<file path="config.mk">
export PLATFORM = sky130hd
export DESIGN_NAME = byte_serial_add_seq
export DESIGN_NICKNAME = d
export VERILOG_FILES = /design/src/rtl/byte_serial_add_seq.sv
export SDC_FILE = /design/constraint.sdc
export NUM_CORES = 1
export LEC_CHECK = 0
export CORE_MARGIN = 4
export CORE_UTILIZATION = 52
export CTS_BUF_LIST = sky130_fd_sc_hd__clkbuf_2
export DETAILED_ROUTE_END_ITERATION = 7
export PLACE_DENSITY = 0.92
export SKIP_LAST_GASP = 1
export SLEW_MARGIN = 20
export SYNTH_ARGS = -nofsm -noshare
export SYNTH_HDL_FRONTEND = slang
export SYNTH_SLANG_ARGS = --single-unit
</file>
<file path="constraint.sdc">
create_clock -name clk -period 2.6 [get_ports clk]
set_input_delay 0.52 -clock clk [delete_from_list [all_inputs] [get_ports clk]]
set_output_delay 0.52 -clock clk [all_outputs]
set_load 0.01 [all_outputs]
</file>
<file path="src/rtl/byte_serial_add_seq.sv">
// Purpose: slices wide add/sub requests into bytes and drives an external registered 8-bit adder, chaining carry.
// Latency: accept edge to out_valid is 2*NBYTES+1 cycles; one op per 2*NBYTES+1 cycles when out_ready stays high.
// Backpressure: in_ready only in IDLE or DONE&out_ready; the result is held in DONE until out_ready.
module byte_serial_add_seq #(
   parameter int NBYTES = 4
) (
   input  logic                clk,
   input  logic                rst,
   input  logic                in_valid,
   output logic                in_ready,
   input  logic [8*NBYTES-1:0] in_a,
   input  logic [8*NBYTES-1:0] in_b,
   input  logic                in_sub,
   input  logic                in_cin,
   output logic [7:0]          add_a,
   output logic [7:0]          add_b,
   output logic                add_cin,
   input  logic [7:0]          add_sum,
   input  logic                add_cout,
   output logic                out_valid,
   input  logic                out_ready,
   output logic [8*NBYTES-1:0] out_sum,
   output logic                out_cout,
   output logic                out_ovf
);

   localparam int W  = 8 * NBYTES;
   localparam int IW = $clog2(NBYTES);
   localparam logic [IW-1:0] LAST_IDX = IW'(NBYTES - 1);

   typedef enum logic [1:0] {
      S_IDLE,
      S_ISSUE,
      S_WAIT,
      S_DONE
   } state_t;

   // Operands and result viewed as byte lanes, lane 0 is the LSB.
   typedef logic [NBYTES-1:0][7:0] bytes_t;

   state_t        state;
   bytes_t        a_q;
   bytes_t        b_q;
   bytes_t        sum_q;
   logic [IW-1:0] idx;
   logic          carry;

   logic          accept;
   logic [IW-1:0] idx_nxt;
   bytes_t        in_a_bytes;
   bytes_t        in_b_eff;
   logic          cin_eff;

   // Subtraction is A + ~B + 1, so B is inverted once at acceptance.
   assign in_a_bytes = in_a;
   assign in_b_eff   = in_b ^ {W{in_sub}};
   assign cin_eff    = in_sub | in_cin;
   assign idx_nxt    = idx + 1'b1;

   // DONE can hand off its result and take the next request in the same cycle.
   assign in_ready = (state == S_IDLE) | ((state == S_DONE) & out_ready);
   assign accept   = in_valid & in_ready;
   assign out_sum  = sum_q;

   // Sequencer FSM; adder drive and result fields are all registered here.
   always_ff @(posedge clk or negedge rst) begin
      if (!rst) begin
         state     <= S_IDLE;
         a_q       <= '0;
         b_q       <= '0;
         sum_q     <= '0;
         idx       <= '0;
         carry     <= 1'b0;
         add_a     <= '0;
         add_b     <= '0;
         add_cin   <= 1'b0;
         out_valid <= 1'b0;
         out_cout  <= 1'b0;
         out_ovf   <= 1'b0;
      end else begin
         case (state)
            S_IDLE: ;
            // Adder inputs were set when entering ISSUE; the adder registers them this edge.
            S_ISSUE: state <= S_WAIT;
            S_WAIT: begin
               sum_q[idx] <= add_sum;
               carry      <= add_cout;
               if (idx != LAST_IDX) begin
                  idx     <= idx_nxt;
                  add_a   <= a_q[idx_nxt];
                  add_b   <= b_q[idx_nxt];
                  add_cin <= add_cout;
                  state   <= S_ISSUE;
               end else begin
                  out_cout  <= add_cout;
                  // Signed overflow: same-sign operands producing a result of the other sign.
                  out_ovf   <= (a_q[NBYTES-1][7] == b_q[NBYTES-1][7]) &
                               (add_sum[7] != a_q[NBYTES-1][7]);
                  out_valid <= 1'b1;
                  state     <= S_DONE;
               end
            end
            S_DONE: begin
               if (out_ready) begin
                  out_valid <= 1'b0;
                  state     <= S_IDLE;
               end
            end
            default: state <= S_IDLE;
         endcase

         // New request: latch operands and present byte 0 immediately so it is stable through ISSUE.
         if (accept) begin
            a_q     <= in_a_bytes;
            b_q     <= in_b_eff;
            carry   <= cin_eff;
            idx     <= '0;
            add_a   <= in_a_bytes[0];
            add_b   <= in_b_eff[0];
            add_cin <= cin_eff;
            state   <= S_ISSUE;
         end
      end
   end

endmodule

</file>
==> metrics.cfg <==
[floorplan]
dieHeight_um = 111
core_area_sq_um = 10300
dieWidth_um = 111
rows = 37
dieArea_sq_um = 12300
ioPinCount = 132
start_util_pct = 53.5

[worst_setup_path]
arrival_ns = 1.93
r2r_start = state[0]
path_delay_family = flip-flops
timing.reg2reg.setup_slack_ns = 0.65
cp_num_buf_inv = 2
critPathMaxStageDelay_ns = 0.44
start_kind = flip-flop
crit_path_max_fanout = 4
reg2reg_to = add_a[3]
cp-end-kind = output port
reg2reg_depth = 6
worstSetupPathType = reg -> out
worstPathRequired_ns = 2.08
path_cells = inv_1 > ha_1 > a21o_4 > dlygate4sd2_1
cpMaxStageDelayCell = dfrtp_1

[sta]
slew_viol_final = 0
rsz0062_at_grt = false
worst_slack_ns = 0.146
setup_violations = 0
slew_headroom_pct = 55.1
fin_crit_sh_pct = 94.4
fin_skew_ns = 0.0330
hold_viol = 0
layout_min_cycle_time_ns = 2.45
hold-worst-slack_ns = 0.295
tightestPinTransition_ns = 0.674
max_freq_mhz = 407
tns_ns = 0

[global_routing]
grt_pass1_vias = 4329
grt_max_degree = 52
grt_first_pass_wirelength_um = 22000
overflow = 0
antenna_found_initial = 0
grt_util_all_layers_pct = 22.6

[clocking]
cts_sinks = 120
clock-root-buffer = clkbuf_2
insertion_delay_ns = 0.67
cts.clk_slew.worst_paths_ns = 0.21
cts_max_level = 4
clockBufferDepth = 2
cts-buffers-inserted = 17
cts_tree = done

[layout]
synthToLayoutAreaGrowth_pct = 32.2
layout.nets = 642
layout.cells.non_filler = 705
drive_gt1_share_pct = 23.6
final_common_cell = clkdlybuf4s50_1
final_cell_mix = 127 x clkdlybuf4s50_1, 120 x dfrtp_1, 68 x a21oi_1
diodes = 0

[synth]
syn-cell-area_sq_um = 5520
syn_avg_cell_area_sq_um = 13.0
synthCells = 425
synthDistinctLibCells = 28
syn-num-nets = 511
ys_seq_elements = 120
ys_warn_count = 0
ys_seq_area_share_pct = 54.4

[min_path]
whs_endpoint = b_q[1]
worstHoldPathCells = 3
hold_path.startpoint = in_valid
hold_path.class = in -> reg

[placement]
numPortBuffers = 131
placed_cells = 671
gp_congestion = 0.814
pre_cts_slack_ns = 0.236
dp_hpwl_um = 9480

[routing]
vias_per_cell = 5.73
routedWlPerCell_um = 19.0
drt_pass1_iterations = 7
vias = 4037
ant_nets = 0
drc = 0
wl_um = 13400
dr.first_iter.drc_count = 256

[power_and_ir_drop]
p_leak_uw = 0.00299
power_frac_clock_pct = 16.3
comb_power_share_pct = 46.6
p_total_uw = 9100
pwr_density_cell_nw_per_um2 = 1250
power.share.switching_pct = 35.0
ir_worst_vdd_uv = 617
power_switching_uw = 3190
p_seq_share_pct = 37.1
intPower_uw = 5920

[job]
drv_cap = 0

[status]
outcome = finished clean

synthesized netlist by cell type:
library cell	count	area, sq um
dfrtp_1	120	3000
a21oi_1	68	340
mux2_2	62	698
xnor2_1	32	280
nand2_1	28	105
a22oi_1	24	180
mux4_2	16	360
buf_2	12	60.1
clkbuf_1	12	45.0
a2bb2oi_1	8	70.1
ha_1	7	87.6
buf_6	5	56.3
inv_1	5	18.8
mux2_4	4	60.1
mux2i_1	4	40.0
a21o_1	2	15.0
buf_1	2	7.51
buf_4	2	15.0
nor2_1	2	7.51
nor3_1	2	10.0
a22o_1	1	8.76
and2_4	1	8.76
and3b_1	1	8.76
nand2b_1	1	6.26
nand3b_1	1	7.51
nor2b_1	1	6.26
o211ai_1	1	7.51
o21ai_0	1	5.00
cell families (layout without fill, tap and decap cells):
| kind of cell | Yosys count | in the layout | share of synthesized area (%) |
|---|---|---|---|
| simple gates | 37 | 37 | 2.90 |
| buf+inv | 38 | 182 | 3.67 |
| xor+xnor | 32 | 32 | 5.08 |
| compound gates | 105 | 105 | 11.4 |
| fa+ha+maj | 7 | 7 | 1.59 |
| flops | 120 | 120 | 54.4 |
| mux | 86 | 86 | 21.0 |
worst max-delay path by stage:
| stage | start | to | cells after the start |
|---|---|---|---|
| after CTS | state[0] | in_ready | 4 |
| after global routing | state[0] | in_ready | 4 |
| after global placement | out_ready | in_ready | 3 |
| final | state[0] | in_ready | 4 |
| after detailed placement | out_ready | in_ready | 3 |
| after floorplan | idx[0] | add_b[0] | 9 |
power groups by stage:
stage | sequential, uW | combinational [uW] | clock [uW]
floorplan | 3450 | 2480 | 0
global placement | 3340 | 4020 | 0
detailed placement | 3420 | 4200 | 0
CTS | 3380 | 4250 | 1510
global route | 3490 | 4610 | 1580
finish | 3380 | 4240 | 1480
per-stage QoR:
stage	instance area, sq um	utilization (%)
6_report	7290	70.7
5_1_grt	7290	70.7
4_1_cts	7290	70.6
3_5_place_dp	6950	67.3
3_3_place_gp	6950	67.3
2_1_floorplan	5520	-
per-layer routing:
metal	part of all wire (%)	vias to the layer above	GRT usage [%]
li1	-	1803	-
met1	39	1990	27.8
met2	50	208	37.5
met3	7.8	36	5.68
met4	3.1	0	10.9
met5	0	-	0
cell type report:
cell class	count	area, sq um
multi-input cells	267	2340
flip-flops and latches	120	3000
well taps	136	170
fillers	702	3030
clock inverters	15	226
repair buffers	145	1460
inverters	5	18.8
clock buffers	17	85.1
state kept, by name (all words and copies together), names as in the netlist:
name / count
a_q: 32
add_a: 8
add_b: 8
add_cin: 1
b_q: 32
idx: 2
out_cout: 1
out_ovf: 1
out_sum: 32
out_valid: 1
state: 2
repair_timing:
item	in CTS	in global routing
gates resized for setup	3	1
gates cloned	0	0
pin swaps	0	0
buffers inserted	1	0
endpoints found under the setup margin	1	1
hold buffers	1	0
endpoints found under the hold margin	49	0
worst register-to-register path: cells and delay by family (launching register included):
| family | cells | cell delay [ns] |
|---|---|---|
| AO/OA/AOI/OAI | 2 | 0.52 |
| flip-flops | 1 | 0.44 |
| AND/OR/NAND/NOR | 1 | 0.36 |
| buffers and inverters | 2 | 0.33 |
| adder cells (fa/ha/maj) | 1 | 0.22 |
Power figures use the tool's default switching activity.
